### config.mk
export PLATFORM = sky130hd
export DESIGN_NAME = cmos_cfg_sequencer
export DESIGN_NICKNAME = d
export VERILOG_FILES = /design/src/rtl/cmos_cfg_sequencer.sv
export SDC_FILE = /design/constraint.sdc
export NUM_CORES = 1
export LEC_CHECK = 0
export CAP_MARGIN = 40
export CORE_ASPECT_RATIO = 1.2
export CORE_MARGIN = 3
export CORE_UTILIZATION = 40
export CTS_BUF_LIST = sky130_fd_sc_hd__clkbuf_4
export DETAILED_ROUTE_END_ITERATION = 16
export PLACE_DENSITY = 0.65
export SLEW_MARGIN = 25
export SYNTH_ARGS = -nofsm -noshare
export SYNTH_HDL_FRONTEND = slang
export SYNTH_SLANG_ARGS = --single-unit
### constraint.sdc
create_clock -name clk -period 2.6 [get_ports clk]
set_clock_uncertainty 0.15 [all_clocks]
set_input_delay 0.52 -clock clk [delete_from_list [all_inputs] [get_ports clk]]
set_output_delay 0.52 -clock clk [all_outputs]
set_load 0.1 [all_outputs]
### src/rtl/cmos_cfg_sequencer.sv
// Power-up and configuration sequencer for the CMOS sensor and its I2C config engine.
// Define CMOS_PID_CHECK_EN to enable the product-ID check on the index 0->1 step.
module cmos_cfg_sequencer #(
    parameter int unsigned CLK_FREQ    = 100_000_000,
    parameter int unsigned PWDN_CYC    = CLK_FREQ / 1000,
    parameter int unsigned RST_CYC     = CLK_FREQ / 1000,
    parameter int unsigned BOOT_CYC    = CLK_FREQ / 1000,
    parameter int unsigned TIMEOUT_CYC = CLK_FREQ / 10,
    parameter int unsigned MAX_RETRY   = 3,
    parameter logic [7:0]  EXP_PID     = 8'h77
) (
    input  logic       clk,
    input  logic       rst,
    input  logic       start,
    output logic       cmos_pwdn,
    output logic       cmos_rst_n,
    output logic       i2c_rst_n,
    input  logic [7:0] i2c_config_index,
    input  logic       i2c_config_done,
    input  logic [7:0] i2c_rdata,
    output logic       busy,
    output logic       cfg_done,
    output logic       cfg_error,
    output logic [1:0] retry_cnt
);

    localparam int unsigned CNT_W = 24;

    typedef enum logic [2:0] {
        S_PWDN, S_RESET, S_BOOT, S_CONFIG, S_DONE, S_FAIL
    } state_t;

    state_t           state, state_nx;
    logic [CNT_W-1:0] phase_cnt, wdog_cnt;
    logic [7:0]       prev_index;
    logic [1:0]       retry_nx;
    logic             idx_changed, done_ok, wdog_hit, pid_bad, fault;

    assign idx_changed = i2c_config_index != prev_index;
    assign done_ok     = (state == S_CONFIG) && i2c_config_done && (phase_cnt != '0);
    assign wdog_hit    = (state == S_CONFIG) && !idx_changed
                         && (wdog_cnt == CNT_W'(TIMEOUT_CYC - 1));

`ifdef CMOS_PID_CHECK_EN
    assign pid_bad = (state == S_CONFIG) && (prev_index == 8'd0)
                     && (i2c_config_index == 8'd1) && (i2c_rdata != EXP_PID);
`else
    logic unused_pid;
    assign unused_pid = ^{i2c_rdata, EXP_PID};
    assign pid_bad    = 1'b0;
`endif

    // PID mismatch outranks success, success outranks the watchdog
    assign fault = pid_bad || (wdog_hit && !done_ok);

    always_comb begin
        state_nx = state;
        retry_nx = retry_cnt;
        case (state)
            S_PWDN:   if (phase_cnt == CNT_W'(PWDN_CYC - 1)) state_nx = S_RESET;
            S_RESET:  if (phase_cnt == CNT_W'(RST_CYC - 1))  state_nx = S_BOOT;
            S_BOOT:   if (phase_cnt == CNT_W'(BOOT_CYC - 1)) state_nx = S_CONFIG;
            S_CONFIG: begin
                if (fault) begin
                    if (32'(retry_cnt) < MAX_RETRY) begin
                        retry_nx = retry_cnt + 2'd1;
                        state_nx = S_PWDN;
                    end else begin
                        state_nx = S_FAIL;
                    end
                end else if (done_ok) begin
                    state_nx = S_DONE;
                end
            end
            S_DONE, S_FAIL: begin
                if (start) begin
                    retry_nx = 2'd0;
                    state_nx = S_PWDN;
                end
            end
            default: state_nx = S_PWDN;
        endcase
    end

    // State, counters and pins all update on the edge that enters the new state
    always_ff @(posedge clk or posedge rst) begin
        if (rst) begin
            state      <= S_PWDN;
            phase_cnt  <= '0;
            wdog_cnt   <= '0;
            prev_index <= 8'd0;
            retry_cnt  <= 2'd0;
            cmos_pwdn  <= 1'b1;
            cmos_rst_n <= 1'b0;
            i2c_rst_n  <= 1'b0;
            busy       <= 1'b1;
            cfg_done   <= 1'b0;
            cfg_error  <= 1'b0;
        end else begin
            state      <= state_nx;
            retry_cnt  <= retry_nx;
            prev_index <= i2c_config_index;

            if (state_nx != state)     phase_cnt <= '0;
            else if (phase_cnt != '1)  phase_cnt <= phase_cnt + CNT_W'(1);

            if (state != S_CONFIG || state_nx != S_CONFIG || idx_changed) wdog_cnt <= '0;
            else if (wdog_cnt != '1)                                      wdog_cnt <= wdog_cnt + CNT_W'(1);

            case (state_nx)
                S_PWDN: begin
                    cmos_pwdn <= 1'b1; cmos_rst_n <= 1'b0; i2c_rst_n <= 1'b0;
                    busy      <= 1'b1; cfg_done   <= 1'b0; cfg_error <= 1'b0;
                end
                S_RESET: begin
                    cmos_pwdn <= 1'b0; cmos_rst_n <= 1'b0; i2c_rst_n <= 1'b0;
                    busy      <= 1'b1; cfg_done   <= 1'b0; cfg_error <= 1'b0;
                end
                S_BOOT: begin
                    cmos_pwdn <= 1'b0; cmos_rst_n <= 1'b1; i2c_rst_n <= 1'b0;
                    busy      <= 1'b1; cfg_done   <= 1'b0; cfg_error <= 1'b0;
                end
                S_CONFIG: begin
                    cmos_pwdn <= 1'b0; cmos_rst_n <= 1'b1; i2c_rst_n <= 1'b1;
                    busy      <= 1'b1; cfg_done   <= 1'b0; cfg_error <= 1'b0;
                end
                S_DONE: begin
                    cmos_pwdn <= 1'b0; cmos_rst_n <= 1'b1; i2c_rst_n <= 1'b1;
                    busy      <= 1'b0; cfg_done   <= 1'b1; cfg_error <= 1'b0;
                end
                default: begin
                    cmos_pwdn <= 1'b1; cmos_rst_n <= 1'b0; i2c_rst_n <= 1'b0;
                    busy      <= 1'b0; cfg_done   <= 1'b0; cfg_error <= 1'b1;
                end
            endcase
        end
    end

endmodule

==> run metrics <==
CTS Buffer Depth=2; DR DRC count=0; Post-Synth Simple-Gate Area=0.276; period utilisation layout=1.00; drt initial violations=97; gr ovfl total=0; cell mode on critical path=or3_4; CP startpoint kind=flop; sequential area share after synthesis=0.496; initial antenna violation count=0; FILL cells=777; relative slew slack=0.643; CP cell instances=ha_2 > nand2_2 > or3_4 > or4_4 > nor3_4 > o211a_1 > or3_4 > buf_12 > nor2_4; Port Buffers=19; Distinct cells, synth=45; Slowest cell on crit path=or4_4; top post-synthesis cells by area=dfrtp_1 48%, xor2_1 9.3%, nor2_1 6.5%; number of diodes=0; number of hold buffers added after CTS=0; R2R depth=9; total wire length=7.11 mm; Design Area, Final=4320 sq um; die area=9610 sq um; final hold vios=0; gpl congestion=0.849; DR pass1 iterations=4; antenna-violating nets left=0; Final Net Count=433; worst hold path type=input pin to asynchronous set/reset pin; Synth Cell Area=3390 sq um; Synthesis Warnings=0; post-synthesis compound-gate area fraction=0.0344; mux share of post-synthesis cell area=0.00887; r2r endpoint=wdog_cnt[19]; global-route met2 utilization=0.273; largest net degree at the start of global routing=28; Reg-to-Reg Start=wdog_cnt[0]; critical path data required time=2.75 ns; final core utilization=0.527; Synthesized Nets=368; Die H=107 um; clock latency on the worst-skew pair=0.42 ns; clock tree root buffer cell=clkbuf_4; top_reg_cell synth=dfrtp_1; PD cells=620 nW/um^2; final setup fails=12; dpl hpwl=4.86 mm; All-Layer GR Usage=0.157; Yosys top cell area share=0.480; placed instance area=3940 sq um; first-pass GRT wire length=12.3 mm; drt wl/cell=13.5 um; Synth Area in XOR/XNOR=0.137; main combinational cell family by area after synthesis=simple AND/OR/NAND/NOR gates; Post-synth EDFFs=0; GR peak layer=met2; Avg Inst Size Synth=9.84 sq um; vias in the first global route=2809; die width=90.0 um; Setup crit end kind=flop; clock buffer count from CTS=9; Worst Max-Slew Pin Slew=0.533 ns; Max IR drop VDD=385 uV; Top Ports=28; dominant cell type by area after synthesis=dfrtp_1; area share of fa/ha/maj cells after synthesis=0.0148; cell count after synthesis=344; Async S/R FF share, synth=1.00; Final Worst Setup Slack=-0.0117 ns; core footprint=8200 sq um; RSZ-0062 raised after global routing=true; row cnt=36; # H-tree levels=3; CTS tree=done; crit-path max cell delay=0.47 ns; M3 GR Usage=0.0330; Vias=2709; number of synthesized register bits=67; cell with the most instances after synthesis=dfrtp_1; CP Max Fanout=12; Leak=1.90 nW; routing usage on met1=0.187; Worst Path Arrival=2.76 ns; top cells by count, synth=65 x dfrtp_1, 59 x nor2_1, 36 x xor2_1; DR vias/cell=5.13; Worst R2R Setup Slack=-0.01 ns; Slew Limit Fails=0; maxcap violations=0; synthesis-to-layout area growth=27.7%; share of post-route cells with drive strength above 1=0.275; sinks on the clock net=67; clk slew on worst S/H paths=0.12 ns; status=finished, violations left; post-route minimum period=2.61 ns; Crit Path Category=flop to flop; starting density of the core=0.413; violated checks=setup timing; Max Fclk=383 MHz
==> worst max-delay path: cells and delay by family, from the launching register on <==
| family | cells | cell delay, ns |
|---|---|---|
| compound gates | 1 | 0.24 |
| flops | 1 | 0.38 |
| simple gates | 6 | 1.33 |
| buf+inv | 1 | 0.18 |
| fa+ha+maj | 1 | 0.20 |
==> stage by stage <==
step | instances | TNS [ns] | total power, mW | hold WS, ns | worst slack, ns
3_5_place_dp | 505 | -6.06 | 1.90 | 0.365 | -0.148
2_1_floorplan | 344 | 0 | 1.69 | 0.363 | 0.00480
5_1_grt | 528 | -4.39 | 2.82 | 0.198 | -0.112
6_report | 528 | -0.0728 | 2.68 | 0.195 | -0.0117
4_1_cts | 525 | -0.00520 | 2.69 | 0.185 | -0.00338
3_3_place_gp | 505 | -4.90 | 1.88 | 0.348 | -0.126
==> worst max-delay path by stage <==
stage / from / end / depth (start not counted)
after global placement: i2c_config_index[6] / wdog_cnt[14] / 9
after detailed placement: i2c_config_index[6] / wdog_cnt[14] / 9
after global routing: wdog_cnt[1] / phase_cnt[14] / 9
after floorplan: wdog_cnt[0] / wdog_cnt[11] / 10
final: wdog_cnt[0] / wdog_cnt[19] / 9
after CTS: wdog_cnt[0] / wdog_cnt[10] / 9
==> cells in the final DEF (no fill, tap or decap), types with 4 or more instances in the layout <==
cell / synthesis / routed
and3_1: 14 / 14
buf_4: 0 / 46
clkbuf_4: 0 / 11
clkdlybuf4s50_1: 0 / 11
dfrtp_1: 65 / 65
inv_1: 11 / 9
nand2_1: 26 / 25
nand3_1: 13 / 13
nand4_1: 21 / 21
nor2_1: 59 / 41
nor2_2: 6 / 20
nor2_4: 0 / 4
nor2b_1: 5 / 5
nor3_1: 11 / 6
nor4_2: 1 / 5
xnor2_1: 17 / 17
xor2_1: 36 / 36
==> final cells by class <==
cell class              instances  area (sq um)  share of cell area
multi-input cells             258          1750               0.404
repair buffers                 62           554               0.128
flip-flops and latches         67          1680               0.388
inverters                      11          41.3             0.00955
clock inverters                 5          77.6              0.0179
clock buffers                  11          82.6              0.0191
well taps                     114           143              0.0330
==> routing by layer <==
metal	routed length, um	vias up
li1	-	1311
met3	207	17
met1	3110	1339
met2	3630	42
met4	162	0
met5	0	-
==> flip-flops by register name (all words and copies together), names as in the netlist <==
signal,cells
cmos_pwdn,1
cfg_error,1
i2c_rst_n,1
retry_cnt,2
prev_index,8
cmos_rst_n,1
state,3
wdog_cnt,24
busy,1
phase_cnt,24
cfg_done,1
==> cell families (layout without fill, tap and decap cells) <==
logic type / after synthesis / count (layout)
and+or+nand+nor: 182 / 182
buffers and inverters: 19 / 89
xor gates and xnor gates: 53 / 53
AOI/OAI and AO/OA: 16 / 16
adders and majority gates: 4 / 4
muxes: 3 / 3
DFF: 67 / 67
==> report_power, final <==
part	switching, mW	internal, mW
clock network	0.372	0.409
logic	0.459	0.246
registers	0.0776	1.12
total	0.908	1.77
==> repair_timing <==
item | 4_1_cts | 5_1_grt
setup endpoints to repair | 51 | 51
cloned | 1 | 0
resized for setup | 10 | 35
setup buffers | 3 | 4
pin swaps | 8 | 9
Note: power is estimated with default switching activity, not from simulation.
